===== config.mk =====
export PLATFORM = sky130hd
export DESIGN_NAME = plru_state_array_flat
export DESIGN_NICKNAME = d
export VERILOG_FILES = /design/src/rtl/plru_pkg.sv /design/src/rtl/plru_state_array_if.sv /design/src/rtl/plru_state_array.sv /design/src/flat_wrapper.sv
export SDC_FILE = /design/constraint.sdc
export NUM_CORES = 1
export LEC_CHECK = 0
export ABC_CLOCK_PERIOD_IN_PS = 6700
export CAP_MARGIN = 40
export CORE_ASPECT_RATIO = 1.2
export CORE_MARGIN = 10
export CORE_UTILIZATION = 40
export CTS_CLUSTER_DIAMETER = 150
export CTS_CLUSTER_SIZE = 10
export DETAILED_ROUTE_END_ITERATION = 8
export PLACE_DENSITY = 0.54
export RECOVER_POWER = 100
export SYNTH_ARGS = -nofsm -noshare
export SYNTH_HDL_FRONTEND = slang
export SYNTH_SLANG_ARGS = --single-unit

===== constraint.sdc =====
create_clock -name clk -period 6.7 [get_ports clk]
set_input_delay 0.67 -clock clk [delete_from_list [all_inputs] [get_ports clk]]
set_output_delay 0.67 -clock clk [all_outputs]
set_load 0.05 [all_outputs]

===== src/rtl/plru_pkg.sv =====
// Tree pseudo-LRU encoding shared by the state array and the eviction_LRU victim selector.
// Node 0 is the root; a node value of 0 points right (way bit 1), 1 points left (way bit 0).
package plru_pkg;

    localparam int PLRU_MAX_WAY_W = 6;
    localparam int PLRU_MAX_NODES = (1 << PLRU_MAX_WAY_W) - 1;

    typedef logic [PLRU_MAX_WAY_W-1:0] plru_way_t;
    typedef logic [PLRU_MAX_WAY_W-1:0] plru_node_t;
    typedef logic [PLRU_MAX_NODES-1:0] plru_nodes_t;

    typedef enum logic {
        OP_TOUCH = 1'b0,
        OP_INVAL = 1'b1
    } plru_op_e;

    typedef enum logic {
        ST_INIT = 1'b0,
        ST_RUN  = 1'b1
    } plru_state_e;

    // Heap index of the node visited at 'level' on the walk towards 'way'.
    function automatic plru_node_t plru_path_node(input plru_way_t way, input int level,
                                                  input int way_w);
        plru_node_t n;
        plru_way_t  w;
        n = '0;
        w = way << (PLRU_MAX_WAY_W - way_w);
        for (int l = 0; l < PLRU_MAX_WAY_W; l++) begin
            if (l < level && l < way_w) begin
                n = (n << 1) + (w[PLRU_MAX_WAY_W-1] ? plru_node_t'(2) : plru_node_t'(1));
                w = w << 1;
            end
        end
        return n;
    endfunction

    function automatic plru_nodes_t plru_update(input plru_nodes_t bits, input plru_way_t way,
                                                input plru_op_e op, input int way_w);
        plru_nodes_t nb;
        plru_way_t   w;
        nb = bits;
        w  = way << (PLRU_MAX_WAY_W - way_w);
        for (int l = 0; l < PLRU_MAX_WAY_W; l++) begin
            if (l < way_w) begin
                nb[plru_path_node(way, l, way_w)] = (op == OP_TOUCH) ? w[PLRU_MAX_WAY_W-1]
                                                                     : ~w[PLRU_MAX_WAY_W-1];
                w = w << 1;
            end
        end
        return nb;
    endfunction

endpackage


===== src/rtl/plru_state_array_if.sv =====
// Update request port and victim lookup port between cache controller and PLRU state array.
interface plru_state_array_if
    import plru_pkg::*;
#(
    parameter int ASSOC    = 8,
    parameter int NUM_SETS = 64
);
    localparam int WAY_W = $clog2(ASSOC);
    localparam int SET_W = $clog2(NUM_SETS);

    logic             req_valid;
    logic             req_ready;
    plru_op_e         req_op;
    logic [SET_W-1:0] req_set;
    logic [WAY_W-1:0] req_way;
    logic             lookup_valid;
    logic [SET_W-1:0] lookup_set;
    logic             lookup_bits_valid;
    logic [ASSOC-2:0] lookup_bits;
    logic             init_done;

    modport master (
        output req_valid, req_op, req_set, req_way, lookup_valid, lookup_set,
        input  req_ready, lookup_bits_valid, lookup_bits, init_done
    );

    modport slave (
        input  req_valid, req_op, req_set, req_way, lookup_valid, lookup_set,
        output req_ready, lookup_bits_valid, lookup_bits, init_done
    );

endinterface


===== src/rtl/plru_state_array.sv =====
// Per-set PLRU bit storage with a one-deep read-modify-write update stage and
// forwarded victim lookups; clears every set with a sweep after reset.
module plru_state_array
    import plru_pkg::*;
#(
    parameter int ASSOC    = 8,
    parameter int NUM_SETS = 64
) (
    input  logic clk,
    input  logic rst_n,
    plru_state_array_if.slave bus
);
    localparam int WAY_W = $clog2(ASSOC);
    localparam int SET_W = $clog2(NUM_SETS);
    localparam int NODES = ASSOC - 1;
    localparam logic [SET_W-1:0] LAST_SET = SET_W'(NUM_SETS - 1);

    plru_state_e      r_state;
    plru_state_e      w_state_next;
    logic [SET_W-1:0] r_cnt;
    logic [SET_W-1:0] w_cnt_next;

    logic             r_stg_valid;
    logic [SET_W-1:0] r_stg_set;
    logic [WAY_W-1:0] r_stg_way;
    plru_op_e         r_stg_op;

    logic [NODES-1:0] r_mem [NUM_SETS];
    logic [NODES-1:0] w_stg_new;
    logic             w_accept;
    logic             r_lk_valid;
    logic [NODES-1:0] r_lk_bits;

    always_ff @(posedge clk) begin
        if (!rst_n) begin
            r_state <= ST_INIT;
            r_cnt   <= '0;
        end else begin
            r_state <= w_state_next;
            r_cnt   <= w_cnt_next;
        end
    end

    always_comb begin
        w_state_next = r_state;
        w_cnt_next   = r_cnt;
        case (r_state)
            ST_INIT: begin
                w_cnt_next = r_cnt + SET_W'(1);
                if (r_cnt == LAST_SET) begin
                    w_state_next = ST_RUN;
                end
            end
            ST_RUN:  w_state_next = ST_RUN;
            default: w_state_next = ST_INIT;
        endcase
    end

    assign bus.req_ready = (r_state == ST_RUN);
    assign bus.init_done = (r_state == ST_RUN);
    assign w_accept      = bus.req_valid && bus.req_ready;

    always_ff @(posedge clk) begin
        if (!rst_n) begin
            r_stg_valid <= 1'b0;
        end else begin
            r_stg_valid <= w_accept;
            if (w_accept) begin
                r_stg_set <= bus.req_set;
                r_stg_way <= bus.req_way;
                r_stg_op  <= bus.req_op;
            end
        end
    end

    // The stage reads the set it is about to write, so the next request sees the result.
    assign w_stg_new = NODES'(plru_update(PLRU_MAX_NODES'(r_mem[r_stg_set]),
                                          PLRU_MAX_WAY_W'(r_stg_way), r_stg_op, WAY_W));

    always_ff @(posedge clk) begin
        if (rst_n) begin
            if (r_state == ST_INIT) begin
                r_mem[r_cnt] <= '0;
            end else if (r_stg_valid) begin
                r_mem[r_stg_set] <= w_stg_new;
            end
        end
    end

    always_ff @(posedge clk) begin
        if (!rst_n) begin
            r_lk_valid <= 1'b0;
            r_lk_bits  <= '0;
        end else begin
            r_lk_valid <= bus.lookup_valid;
            if (bus.lookup_valid) begin
                if (r_state == ST_INIT) begin
                    r_lk_bits <= '0;
                end else if (r_stg_valid && (r_stg_set == bus.lookup_set)) begin
                    r_lk_bits <= w_stg_new;
                end else begin
                    r_lk_bits <= r_mem[bus.lookup_set];
                end
            end
        end
    end

    assign bus.lookup_bits_valid = r_lk_valid;
    assign bus.lookup_bits       = r_lk_bits;

endmodule


===== src/flat_wrapper.sv =====
// flat-port wrapper written by rule: the top's interface ports become plain ports
module plru_state_array_flat import plru_pkg::*;
#(
    parameter int ASSOC    = 8,
    parameter int NUM_SETS = 64
)
  (clk, rst_n, bus_req_valid, bus_req_op, bus_req_set, bus_req_way, bus_lookup_valid, bus_lookup_set, bus_req_ready, bus_lookup_bits_valid, bus_lookup_bits, bus_init_done);
  plru_state_array_if #(.ASSOC(ASSOC), .NUM_SETS(NUM_SETS)) bus_i ();
  input  logic clk;
  input  logic rst_n;
  input wire logic [$bits(bus_i.req_valid)-1:0] bus_req_valid;
  input wire logic [$bits(bus_i.req_op)-1:0] bus_req_op;
  input wire logic [$bits(bus_i.req_set)-1:0] bus_req_set;
  input wire logic [$bits(bus_i.req_way)-1:0] bus_req_way;
  input wire logic [$bits(bus_i.lookup_valid)-1:0] bus_lookup_valid;
  input wire logic [$bits(bus_i.lookup_set)-1:0] bus_lookup_set;
  output wire logic [$bits(bus_i.req_ready)-1:0] bus_req_ready;
  output wire logic [$bits(bus_i.lookup_bits_valid)-1:0] bus_lookup_bits_valid;
  output wire logic [$bits(bus_i.lookup_bits)-1:0] bus_lookup_bits;
  output wire logic [$bits(bus_i.init_done)-1:0] bus_init_done;
  assign bus_i.req_valid = bus_req_valid;
  assign bus_i.req_op = bus_req_op;
  assign bus_i.req_set = bus_req_set;
  assign bus_i.req_way = bus_req_way;
  assign bus_i.lookup_valid = bus_lookup_valid;
  assign bus_i.lookup_set = bus_lookup_set;
  assign bus_req_ready = bus_i.req_ready;
  assign bus_lookup_bits_valid = bus_i.lookup_bits_valid;
  assign bus_lookup_bits = bus_i.lookup_bits;
  assign bus_init_done = bus_i.init_done;
  plru_state_array #(.ASSOC(ASSOC), .NUM_SETS(NUM_SETS)) u_core (.clk(clk), .rst_n(rst_n), .bus(bus_i));
endmodule

==> results.cfg, run 1 <==
[status]
outcome = finished, violations left
violations = max-capacitance violations, max-slew violations

[power_and_ir_drop]
p_comb_share_pct = 3.4
irDropWorstVdd_mv = 0.1645
p_switching_mw = 1.278
power_density_nw_per_um2 = 245.9
p_int_mw = 4.862
p_leak_nw = 7.922
clkPwrFrac_pct = 43.5
netSwitchingFraction_pct = 20.82
seqPwrFrac_pct = 53.1

[placed_design]
port_buffers = 29
place_congestion = 1.009
pre_cts_slack_ps = 2586
dp_hpwl_mm = 48.96

[grt]
grt_antenna_before_repair = 0
grt_pass1_vias = 13380
grt_max_degree = 73
grt_use_total_pct = 21.11
grt-ovfl-total = 0
grt_pass1_wl_mm = 100.7

[synth]
ys_warn_count = 0
synth_area_um2 = 22260
synth_fp_nets = 1329
synth-edff-count = 458
syn_avg_cell_area_um2 = 17.02
synth_cell_types = 59
ys_seq_elements = 480
synthFlopType = edfxtp_1
syn_inst = 1308
async_reset_ff_share_pct = 0
yosysSeqAreaShare_pct = 63.76

[clock_network]
cts_resized = 0
clockBufferDepth = 3
path_clk_slew_ps = 50
clock-sinks = 480
cts_max_level = 2
postCtsHoldBufs = 0
clk_latency_ps = 610
numCtsBuffers = 53
cts-root-buf = clkbuf_16
cts_tree = yes
post_cts_buffers = 0

[route]
wl_mm = 70.40
vias = 13250
drtIter0Drc = 1439
vias_per_cell = 6.277
ant_nets = 0
drcViolationCount = 0
routedWlPerCell_um = 33.35
dr.pass1.iters = 9

[worst_hold_path]
hp-start = u_core.bus.lookup_bits[0]$_SDFFE_PN0P_
min_to = u_core.bus.lookup_bits[0]$_SDFFE_PN0P_
worstHoldPathCells = 2
hold_class = reg2reg

[floorplanning]
num_rows = 94
fp.dieH_um = 278.4
ios = 30
die_width_um = 235.4
core_area_um2 = 54930
start_util_pct = 40.53
dieArea_um2 = 65530

[sta]
period_needed_ps = 4873
slew_headroom_pct = -27.97
rsz0062_at_grt = no
finalWorstSetupSlack_ps = 1827
setup_violations = 0
final.period_utilization_pct = 72.73
timing_hold_violations_final = 0
finClkSkew_ps = 21.23
slew_viol_final = 185
setup_tns_ps = 0
fmax_mhz = 205.2
worstMarginPinSlew_ps = 1920

[cells_and_area]
num-fill-cells = 4674
area_delta_synth_final_pct = 12.19
num_antenna_cells = 0
drive_above_1_share_pct = 20.13
final_nets = 1368

[worst_setup_path]
worstPathArrival_ps = 5300
required_ps = 7130
criticalPathCategory = reg2reg
start_kind = flop
crit_fanout = 28
endpoint_kind = flop
r2r_slack_ps = 1830
reg2reg_to = u_core.r_mem[17][4]$_DFFE_PP_
reg2reg_depth = 9

[flow_run]
maxCapViolations = 5
==> how the worst max path moves through the flow <==
stage / startpoint / to / slack (ps)
2_1_floorplan: flop / u_core.r_mem[0][2]$_DFFE_PP_ / 3010
3_3_place_gp: rst_n / u_core.r_mem[16][3]$_DFFE_PP_ / 2290
3_5_place_dp: rst_n / u_core.r_mem[13][3]$_DFFE_PP_ / 2590
4_1_cts: flop / u_core.r_mem[9][5]$_DFFE_PP_ / 2710
5_1_grt: flop / u_core.r_mem[31][1]$_DFFE_PP_ / 1510
6_report: flop / u_core.r_mem[17][4]$_DFFE_PP_ / 1830
==> cells in the mapped netlist (6+ instances only) <==
library cell  number  area share [%]
dfxtp_1           22             2.0
buf_2             30            0.67
nand2_1           63             1.1
a31oi_1            6            0.17
buf_4             16            0.54
o21ai_0           11            0.25
edfxtp_1         458              62
and2_1            14            0.39
a22o_1             8            0.31
a211oi_1           6            0.20
mux2_2            19            0.96
nor2b_1           18            0.51
mux4_2           164              17
inv_1              6            0.10
nor2_1            91             1.5
o22ai_1            7            0.20
a22oi_1           62             2.1
or3_1              6            0.17
nand3b_1           8            0.27
xnor2_1           12            0.47
clkbuf_1          27            0.46
a21oi_1           23            0.52
nand3_1           31            0.70
and3_1             6            0.17
nand2b_1          10            0.28
mux2i_1          108             4.9
==> power by group through the flow <==
stage	clock, mW	sequential [mW]	combinational [mW]
3_5_place_dp	0	3.32	0.210
4_1_cts	2.72	3.26	0.211
3_3_place_gp	0	3.32	0.204
2_1_floorplan	0	3.32	0.131
5_1_grt	2.84	3.26	0.217
6_report	2.67	3.26	0.209
==> cell families (layout without fill, tap and decap cells) <==
group | after synthesis | in the layout | share of synthesized area [%]
AO/OA/AOI/OAI | 174 | 174 | 5.638
adder cells (fa/ha/maj) | 1 | 1 | 0.05620
XOR/XNOR | 13 | 13 | 0.5115
multiplexers | 293 | 293 | 22.51
buffers and inverters | 89 | 172 | 2.074
flip-flops | 480 | 480 | 63.76
AND/OR/NAND/NOR | 258 | 258 | 5.447
==> cell usage in the layout, fill, tap and decap left out, drive strengths merged, types with 7 or more instances in the layout <==
cell type	synthesis	final
edfxtp	458	458
mux4	164	164
mux2i	108	108
clkbuf	27	105
nor2	91	91
nand2	63	63
a22oi	62	62
buf	55	32
nand3	31	31
a21oi	23	23
dlygate4sd3	0	22
dfxtp	22	22
mux2	21	21
nor2b	18	18
o21ai	14	14
and2	14	14
xnor2	12	12
nand2b	10	10
a22o	8	8
nand3b	8	8
inv	7	8
o22ai	7	7
==> final cells by class <==
class	instances	area, um2	share of cell area, %
clock buffer	98	1538	6.158
multi-input combinational	739	7631	30.56
clock inverter	1	8.758	0.03507
inverter	7	26.28	0.1052
timing repair buffer	66	665.6	2.665
sequential	480	14200	56.87
tap	720	900.9	3.607
==> per-stage QoR <==
stage | instance area, um2 | power, mW | util, % | hold slack, ps | std cells
2_1_floorplan | 22260 | 3.449 | - | 517.7 | 1308
5_1_grt | 24970 | 6.314 | 45.47 | 633.0 | 2111
3_5_place_dp | 23510 | 3.530 | 42.80 | 559.6 | 2012
3_3_place_gp | 23280 | 3.524 | 42.39 | 563.1 | 2000
6_report | 24970 | 6.141 | 45.47 | 570.0 | 2111
4_1_cts | 25060 | 6.191 | 45.62 | 567.3 | 2111
==> registers in the layout (all words and copies together), names as in the netlist, named ones only <==
register,count
u_core.r_stg_op,1
u_core.r_stg_set,6
u_core.bus.init_done,1
u_core.bus.lookup_bits_valid,1
u_core.r_stg_way,3
u_core.r_cnt,6
u_core.r_stg_valid,1
u_core.bus.lookup_bits,7
u_core.r_mem,448
==> critical path, stage by stage (launching register included) <==
cell	delay (ps)
dfxtp_4	660
clkbuf_1	1150
mux2i_1	250
a22oi_1	240
a21oi_1	140
o32ai_1	370
a21oi_1	190
nor2_1	1110
buf_12	280
buf_4	250
==> routing by layer <==
layer | GRT usage [%] | up-vias | part of all wire, %
li1 | - | 5481 | -
met1 | 26.82 | 6907 | 39
met2 | 34.24 | 713 | 48
met3 | 3.597 | 150 | 7.4
met4 | 11.19 | 0 | 5.8
met5 | 0 | - | 0
Note: power is estimated with default switching activity, not from simulation.
==> run 2, diff against run 1 <==
--- a/config.mk
+++ b/config.mk
@@ -5,7 +5,7 @@
 export SDC_FILE = /design/constraint.sdc
 export NUM_CORES = 1
 export LEC_CHECK = 0
-export ABC_CLOCK_PERIOD_IN_PS = 6700
+export ABC_CLOCK_PERIOD_IN_PS = 4320
 export CAP_MARGIN = 40
 export CORE_ASPECT_RATIO = 1.2
 export CORE_MARGIN = 10
@@ -13,7 +13,7 @@
 export CTS_CLUSTER_DIAMETER = 150
 export CTS_CLUSTER_SIZE = 10
 export DETAILED_ROUTE_END_ITERATION = 8
-export PLACE_DENSITY = 0.54
+export PLACE_DENSITY = 0.56
 export RECOVER_POWER = 100
 export SYNTH_ARGS = -nofsm -noshare
 export SYNTH_HDL_FRONTEND = slang
==> constraint.sdc (replaced) <==
create_clock -name clk -period 4.32 [get_ports clk]
set_input_delay 0.432 -clock clk [delete_from_list [all_inputs] [get_ports clk]]
set_output_delay 0.432 -clock clk [all_outputs]
set_load 0.05 [all_outputs]
==> run 2 against run 1 <==
Compared with the run above: the flow now finishes without violations; clock skew is 12 ps higher; die area stayed put; maximum frequency is 24% higher; clock-buffer cell count is 19 lower; sequential power is 55% higher; first-iteration DRC count is 1.6% higher; total power is 53% higher; clock power is 51% higher; combinational power is 54% higher; non-clock buffer count is 69 higher; largest cell class unchanged.
==> results.cfg, run 2 (synthesis gave the netlist of run 1 again) <==
[flow_run]
maxCapViolations = 0

[clock_network]
clk_latency_ps = 610
path_clk_slew_ps = 60
cts-root-buf = clkbuf_16
cts_max_level = 2
clockBufferDepth = 3
cts_tree = yes
post_cts_buffers = 0
clock-sinks = 480
postCtsHoldBufs = 0
cts_resized = 0
numCtsBuffers = 53

[floorplanning]
core_area_um2 = 54930
start_util_pct = 40.53
ios = 30
dieArea_um2 = 65530
num_rows = 94
fp.dieH_um = 278.4
die_width_um = 235.4

[grt]
grt_pass1_vias = 13650
grt_antenna_before_repair = 0
grt_max_degree = 50
grt-ovfl-total = 0
grt_pass1_wl_mm = 99.39
grt_use_total_pct = 20.66

[cells_and_area]
final_nets = 1437
final_common_cell = edfxtp_1
final_area_um2 = 25260
regArea_um2 = 14200
area_delta_synth_final_pct = 13.46
regMostFlops = u_core.r_mem
multiInputGateArea_um2 = 7639
largest_reg_flops = 448
num-fill-cells = 4700
num_antenna_cells = 0
final_cell_mix = edfxtp_1 (458), mux4_2 (164), mux2i_1 (108), nor2_1 (86), clkbuf_1 (82)
drive_above_1_share_pct = 20.80

[sta]
hold_ws_ps = 448.8
setup_violations = 0
period_needed_ps = 3944
final.period_utilization_pct = 91.30
finClkSkew_ps = 33.69
setup_tns_ps = 0
slew_viol_final = 0
fmax_mhz = 253.5
timing_hold_violations_final = 0
worstMarginPinSlew_ps = 1412
rsz0062_at_grt = no
slew_headroom_pct = 5.759

[power_and_ir_drop]
power_density_nw_per_um2 = 372.3
irDropWorstVdd_mv = 0.2889
p_leak_nw = 8.079

[route]
drtIter0Drc = 1462
vias = 13440
routedWlPerCell_um = 31.93
vias_per_cell = 6.218
ant_nets = 0
wl_mm = 69.02
drcViolationCount = 0
dr.pass1.iters = 6

[worst_hold_path]
min_to = u_core.r_stg_way[0]$_DFFE_PP_
hp-start = bus_req_way[0]
worstHoldPathCells = 1
hold_class = in2reg

[worst_setup_path]
crit_fanout = 36
r2r_slack_ps = 380
required_ps = 4640
endpoint_kind = flop
slowest_stage = dfxtp_4
path_buf_inv = 2
reg2reg_depth = 7
worstPathArrival_ps = 4260
max_stage_delay_ps = 690
path_delay_family = simple AND/OR/NAND/NOR gates
start_kind = flop
critical_path.most_common_cell = buf_12
path_cells = buf_12 > mux4_2 > a22o_1 > nor4_1 > o22ai_1 > and2_1 > buf_12
reg2reg_to = u_core.r_mem[56][6]$_DFFE_PP_
criticalPathCategory = reg2reg

[placed_design]
dp_hpwl_mm = 49.42
port_buffers = 29
placed_area_um2 = 24020
place_congestion = 0.9702

[status]
outcome = finished clean
[run 2: worst max-delay path by stage]
stage                                     to  slack, ps  cells after the start
2_1_floorplan   u_core.r_mem[0][2]$_DFFE_PP_        630                      9
3_3_place_gp   u_core.r_mem[26][6]$_DFFE_PP_        690                      7
3_5_place_dp   u_core.r_mem[27][6]$_DFFE_PP_        660                      7
4_1_cts        u_core.r_mem[56][6]$_DFFE_PP_        640                      7
5_1_grt        u_core.r_mem[56][6]$_DFFE_PP_        260                      7
6_report       u_core.r_mem[56][6]$_DFFE_PP_        380                      7
[run 2: layout make-up]
class | count | share of cell area, %
well taps | 720 | 3.567
flip-flops and latches | 480 | 56.23
clock inverters | 2 | 0.1437
multi-input cells | 739 | 30.24
repair buffers | 135 | 3.988
inverters | 7 | 0.1040
clock buffers | 79 | 5.722
[run 2: through the flow]
stage               total power [mW]  setup WS [ps]  instances  util (%)
floorplan                      5.344          627.1       1308         -
global placement               5.471          690.2       2077     43.64
detailed placement             5.474          657.3       2081     43.73
CTS                            9.485          637.0       2162     46.43
global route                   9.678          260.9       2162     45.98
finish                         9.403          375.7       2162     45.98
[run 2: per-layer routing]
metal  track usage, %  routed length (um)
met5                0                   0
met4            6.515                2294
met3            3.085                4816
met2            35.29               34500
met1            26.69               27410
[run 2: power breakdown]
group          switching (mW)  internal (mW)
combinational           0.191          0.130
clock                    1.75           2.28
sequential             0.0129           5.04
total                    1.95           7.45
